--- config.mk ---
export PLATFORM = sky130hd
export DESIGN_NAME = sid_pot_ctrl
export DESIGN_NICKNAME = d
export VERILOG_FILES = /design/src/rtl/sid_pkg.sv /design/src/rtl/sid_pot_chan.sv /design/src/rtl/sid_pot_ctrl.sv
export SDC_FILE = /design/constraint.sdc
export NUM_CORES = 1
export LEC_CHECK = 0
export ABC_CLOCK_PERIOD_IN_PS = 4300
export CORE_ASPECT_RATIO = 1.25
export CORE_UTILIZATION = 30
export CTS_BUF_LIST = sky130_fd_sc_hd__clkbuf_2
export DETAILED_ROUTE_END_ITERATION = 10
export SYNTH_ARGS = -nofsm -noshare
export SYNTH_HDL_FRONTEND = slang
export SYNTH_SLANG_ARGS = --single-unit
--- constraint.sdc ---
create_clock -name clk -period 4.3 [get_ports clk]
set_input_delay 0.86 -clock clk [delete_from_list [all_inputs] [get_ports clk]]
set_output_delay 0.86 -clock clk [all_outputs]
set_load 0.02 [all_outputs]
--- src/rtl/sid_pkg.sv ---
// Shared types and constants for the SID paddle (POT) measurement logic.
`default_nettype none
package sid;

  typedef logic [7:0] reg8_t;

  typedef struct packed {
    logic [1:0] charged;
  } pot_i_t;

  typedef struct packed {
    logic [1:0] discharge;
  } pot_o_t;

  localparam int POT_DISCHARGE_CYCLES = 256;
  localparam int POT_CNT_W            = 9;

endpackage
`default_nettype wire

--- src/rtl/sid_pot_chan.sv ---
// One POT channel: charge-detect filter, sticky charged flag and 8-bit ramp counter.
`default_nettype none
module sid_pot_chan
  import sid::*;
#(
  parameter int CHARGE_FILTER = 2
) (
  input  logic  clk,
  input  logic  rst,
  input  logic  charged,
  input  logic  charging,
  input  logic  clr_v,
  input  logic  inc_v,
  output reg8_t v
);

  localparam logic [2:0] FLT_MAX = 3'(CHARGE_FILTER);

  logic [2:0] filt;
  logic       chg;

  always_ff @(posedge clk or posedge rst) begin
    if (rst) begin
      filt <= '0;
      chg  <= 1'b0;
    end else if (!charging) begin
      filt <= '0;
      chg  <= 1'b0;
    end else if (charged) begin
      if (filt != FLT_MAX) filt <= filt + 3'd1;
      if (filt + 3'd1 == FLT_MAX) chg <= 1'b1;
    end else begin
      filt <= '0;
    end
  end

  // Increment sees the registered chg, so a flag rising this clk does not gate this tick.
  always_ff @(posedge clk or posedge rst) begin
    if (rst) begin
      v <= '0;
    end else if (clr_v) begin
      v <= '0;
    end else if (inc_v && !chg && v != 8'hFF) begin
      v <= v + 8'd1;
    end
  end

endmodule
`default_nettype wire

--- src/rtl/sid_pot_ctrl.sv ---
// POT sequencer: phi2-falling-edge tick, 512-tick discharge/charge cycle and POTX/POTY latch.
`default_nettype none
module sid_pot_ctrl
  import sid::*;
#(
  parameter int CHARGE_FILTER = 2
) (
  input  logic   clk,
  input  logic   rst,
  input  logic   phi2,
  input  pot_i_t pot_i,
  output pot_o_t pot_o,
  output reg8_t  pot_x,
  output reg8_t  pot_y,
  output logic   pot_valid
);

  localparam logic [POT_CNT_W-1:0] CNT_CHG_START = POT_CNT_W'(POT_DISCHARGE_CYCLES);
  localparam logic [POT_CNT_W-1:0] CNT_DIS_LAST  = POT_CNT_W'(POT_DISCHARGE_CYCLES - 1);
  localparam logic [POT_CNT_W-1:0] CNT_LAST      = POT_CNT_W'(2 * POT_DISCHARGE_CYCLES - 1);

  logic                 phi2_d;
  logic                 tick;
  logic [POT_CNT_W-1:0] cnt;
  logic                 charging;
  logic                 clr_v;
  logic                 inc_v;
  logic                 latch;
  reg8_t                v_x;
  reg8_t                v_y;

  assign tick     = phi2_d & ~phi2;
  assign charging = cnt[POT_CNT_W-1];
  assign clr_v    = tick && (cnt == CNT_DIS_LAST);
  assign inc_v    = tick && (cnt >= CNT_CHG_START) && (cnt != CNT_LAST);
  assign latch    = tick && (cnt == CNT_LAST);

  always_ff @(posedge clk or posedge rst) begin
    if (rst) begin
      phi2_d <= 1'b0;
      cnt    <= '0;
    end else begin
      phi2_d <= phi2;
      if (tick) cnt <= cnt + 1'b1;
    end
  end

  // Pad pull-downs decode straight from the registered counter.
  always_comb begin
    pot_o           = '0;
    pot_o.discharge = charging ? 2'b00 : 2'b11;
  end

  always_ff @(posedge clk or posedge rst) begin
    if (rst) begin
      pot_x     <= '0;
      pot_y     <= '0;
      pot_valid <= 1'b0;
    end else begin
      pot_valid <= latch;
      if (latch) begin
        pot_x <= v_x;
        pot_y <= v_y;
      end
    end
  end

  sid_pot_chan #(.CHARGE_FILTER(CHARGE_FILTER)) u_chan_x (
    .clk      (clk),
    .rst      (rst),
    .charged  (pot_i.charged[0]),
    .charging (charging),
    .clr_v    (clr_v),
    .inc_v    (inc_v),
    .v        (v_x)
  );

  sid_pot_chan #(.CHARGE_FILTER(CHARGE_FILTER)) u_chan_y (
    .clk      (clk),
    .rst      (rst),
    .charged  (pot_i.charged[1]),
    .charging (charging),
    .clr_v    (clr_v),
    .inc_v    (inc_v),
    .v        (v_y)
  );

endmodule
`default_nettype wire
==> impl_results.md <==
- Post-layout total power: 1.18 mW
- Global-route total usage across every layer: 10.6%
- Number of slew-limit violations in the final report: 0
- Clk root buf: clkbuf_2
- Die outline area: 8550 µm²
- Top cells by area, synth: dfrtp_1 (52%), mux2_2 (7.8%), ha_1 (5.6%), xnor2_1 (5.0%), nor2_1 (4.1%)
- Average wire per cell in the routed design: 12.8 µm
- Dominant cell type by area after synthesis: dfrtp_1
- Worst slew slack as a fraction of its limit: 31.4%
- Post-synthesis to final-layout area growth: 14.8%
- Via count of the first global-routing pass: 1474
- Count of endpoints failing hold in the final timing report: 0
- Vias post-DR: 1570
- Synth Instances: 202
- Total number of nets in the final design: 244
- Top FF cell, synth: dfrtp_1
- Total half-perimeter wirelength after legalization and detailed placement: 2920 µm
- Final setup skew: 0.0228 ns
- Number of placed I/O pins: 24
- Number of flops mapped to enable cells by yosys: 0
- Number of DRC markers after the initial detailed-route iteration: 111
- Max-cap violations: 0
- Overflow left after global routing: 0
- TNS Setup: 0 ns
- Diodes inserted: 0
- Number of DRC violations after detailed routing: 0
- Category of the worst setup path launch point: register
- Series of cell instances along the critical path: inv_1 > clkdlybuf4s50_1
- Mean cell area of the mapped netlist: 12.2 µm²
- Hold-fix buffers, CTS: 0
- FF+latch area: 1280 µm²
- Non-filler cells in the finished layout: 324
- Highest clock rate: 0.380 GHz
- Antenna violations before repair: 0
- Count of fill cells added during filler insertion: 769
- Maximum cell stage delay along the critical path: 0.65 ns
- Post-route fraction of the period consumed by the critical path: 61.2%
- Post-CTS setup repair buffer count: 0
- Largest net degree at the start of global routing: 52
- Reg-to-reg critical path endpoint: u_chan_y.v[0]
- Gate family responsible for the most delay along the worst path: buffers and inverters
- Proportion of netlist area held by the largest area contributor: 52.0%
- Die extent in y: 103 µm
- Cells resized by post-CTS repair: 0
- Origin of the critical flop-to-flop path: cnt[0]
- Syn Nets: 218
- Path depth of the worst reg2reg path: 8
- Worst EP arrival: 1.77 ns
- Min-Delay Endpoint: cnt[7]
- Crit-path slowest cell: clkdlybuf4s50_1
- First-pass GRT wire length: 7160 µm
- WS Path Type: reg2out
- Clock input transition at the sequential cells of the worst setup and hold paths: 0.22 ns
- Final period demand of the worst path: 2.63 ns
- Crit path buf inv count: 2
- Worst setup slack for register-to-register paths: 1.98 ns
- Critical Path Sink Type: primary output
- Share of post-route cells with drive strength above 1: 14.0%
- Distinct cell type count of the synthesized netlist: 38
- Unrepaired setup endpoints after global routing: false
- CTS tree: built
- Main combinational cell family by area after synthesis: simple AND/OR/NAND/NOR gates
- Via-to-Cell Ratio: 4.85
- Worst min-delay path category: reg2reg
- Synth Cell Area: 2450 µm²
- Multiplexer share of the synthesized area: 10.3%
- Post-synthesis xor/xnor area fraction: 6.78%
- Outcome: complete, no violations
- Die width: 82.9 µm
- Max IR drop VDD: 0.000194 V
- Iteration count of the initial detailed-routing pass: 4
- Required arrival time at the worst endpoint: 3.44 ns
- CTS buffer count: 5
- Std-Cell Core Area: 7880 µm²
- Max FO, Critical Path: 6
- Insertion delay of the later-clocked pin in the worst-skew pair: 0.41 ns
- Initial Utilization: 31.1%
- Slew of the pin with the lowest slew margin: 1.03 ns
- Fraction of synthesis flops using an asynchronous set or reset pin: 100%
- Max Buffers Root-to-Sink: 2
- Aggregate routed wire length: 4140 µm
- Total instance count after detailed placement: 316
- Clock sinks: 51
- Sequential share of the synthesized area: 52.0%
- # H-tree levels: 2
- Share of the core filled with cells: 35.8%
- Number of input and output port buffers inserted: 23
- Complex-gate fraction of the synthesized area: 9.79%
- Worst min-delay path startpoint: cnt[7]
- Number of rows in the core area: 36
- Adder-cell share of the synthesized area: 5.61%
- Leak: 1.28 nW
- Synth Area in Simple Gates: 13.6%
- Finish-stage setup viols: 0
- Weighted congestion at the end of routability-driven global placement: 0.708
- Antenna Violating Nets Remaining: 0
- Area occupied by multi-input gates: 1130 µm²
- Cell area power density: 419 nW/µm²
- Flip-flop and latch count after synthesis: 51
- Hold Path Stages: 1
- YS warnings: 0
## cells in the mapped netlist (all sizes together), types with 2 or more instances
library cell and number:
xnor2 14, nand2b 3, a2111oi 4, a211oi 4, and4 2, nand3 4
mux2i 5, nor2 27, a31oi 3, a22o 3, and3 3, a21oi 3
a31o 2, nand2 12, buf 4, inv 7, ha 11, nand4 6
mux2 18, dfrtp 51, xor2 5
## layout by cell type, fill, tap and decap left out, types with 3 or more instances in the layout
master	instances
nand2b_1	3
inv_1	6
clkbuf_2	6
a22o_1	3
nor2_1	27
nand3_1	4
mux2_2	17
a21oi_1	3
xnor2_1	14
ha_1	11
xor2_1	5
dfrtp_1	51
mux2i_1	5
nand2_1	11
a31oi_1	3
and3_1	3
nand4_1	6
clkdlybuf4s50_1	23
## worst max-delay path by stage
stage | start | to | slack, ns | cells after the start
after floorplan | rst | cnt[0] | 2.21 | 1
after global placement | phi2 | u_chan_y.v[0] | 1.37 | 5
after detailed placement | phi2 | u_chan_y.v[0] | 1.33 | 5
after CTS | cnt[8] | pot_o[0] | 1.61 | 2
after global routing | cnt[8] | pot_o[0] | 1.51 | 2
final | cnt[8] | pot_o[0] | 1.67 | 2
## cell families (layout without fill, tap and decap cells)
| family | Yosys count | count (layout) |
|---|---|---|
| simple gates | 64 | 64 |
| mux | 23 | 23 |
| compound gates | 23 | 23 |
| fa+ha+maj | 11 | 11 |
| buf+inv | 11 | 38 |
| xor+xnor | 19 | 19 |
| flops | 51 | 51 |
## report_power, final
part | internal [mW] | switching (mW)
combinational | 0.150 | 0.143
clock | 0.0392 | 0.142
sequential | 0.575 | 0.133
## metrics by stage
| stage | hold WS (ns) | setup slack [ns] | area (µm²) |
|---|---|---|---|
| floorplan | 0.435 | 2.21 | 2450 |
| global placement | 0.463 | 1.37 | 2780 |
| detailed placement | 0.464 | 1.33 | 2780 |
| CTS | 0.492 | 1.61 | 2820 |
| global route | 0.509 | 1.51 | 2820 |
| finish | 0.484 | 1.67 | 2820 |
## final cells by class
| cell class | instances | area share (%) |
|---|---|---|
| timing repair buffer | 23 | 8.17 |
| tap | 95 | 4.22 |
| sequential | 51 | 45.3 |
| clock buffer | 6 | 1.07 |
| multi-input combinational | 140 | 40.1 |
| clock inverter | 2 | 0.266 |
| inverter | 7 | 0.932 |
## metal layers
metal | part of all wire (%) | GRT usage (%)
met1 | 48 | 13.5
met5 | 0 | 0
met2 | 47 | 17.3
met3 | 2.9 | 2.80
met4 | 1.5 | 3.98
## sequential cells by signal, summed over array words and instances, names as in the netlist
signal and flops:
u_chan_y.chg 1, phi2_d 1, u_chan_x.v 8, pot_y 8, pot_valid 1, u_chan_y.v 8, u_chan_x.filt 3, u_chan_y.filt 3
cnt 9, u_chan_x.chg 1, pot_x 8
(Power assumes the default switching activity.)
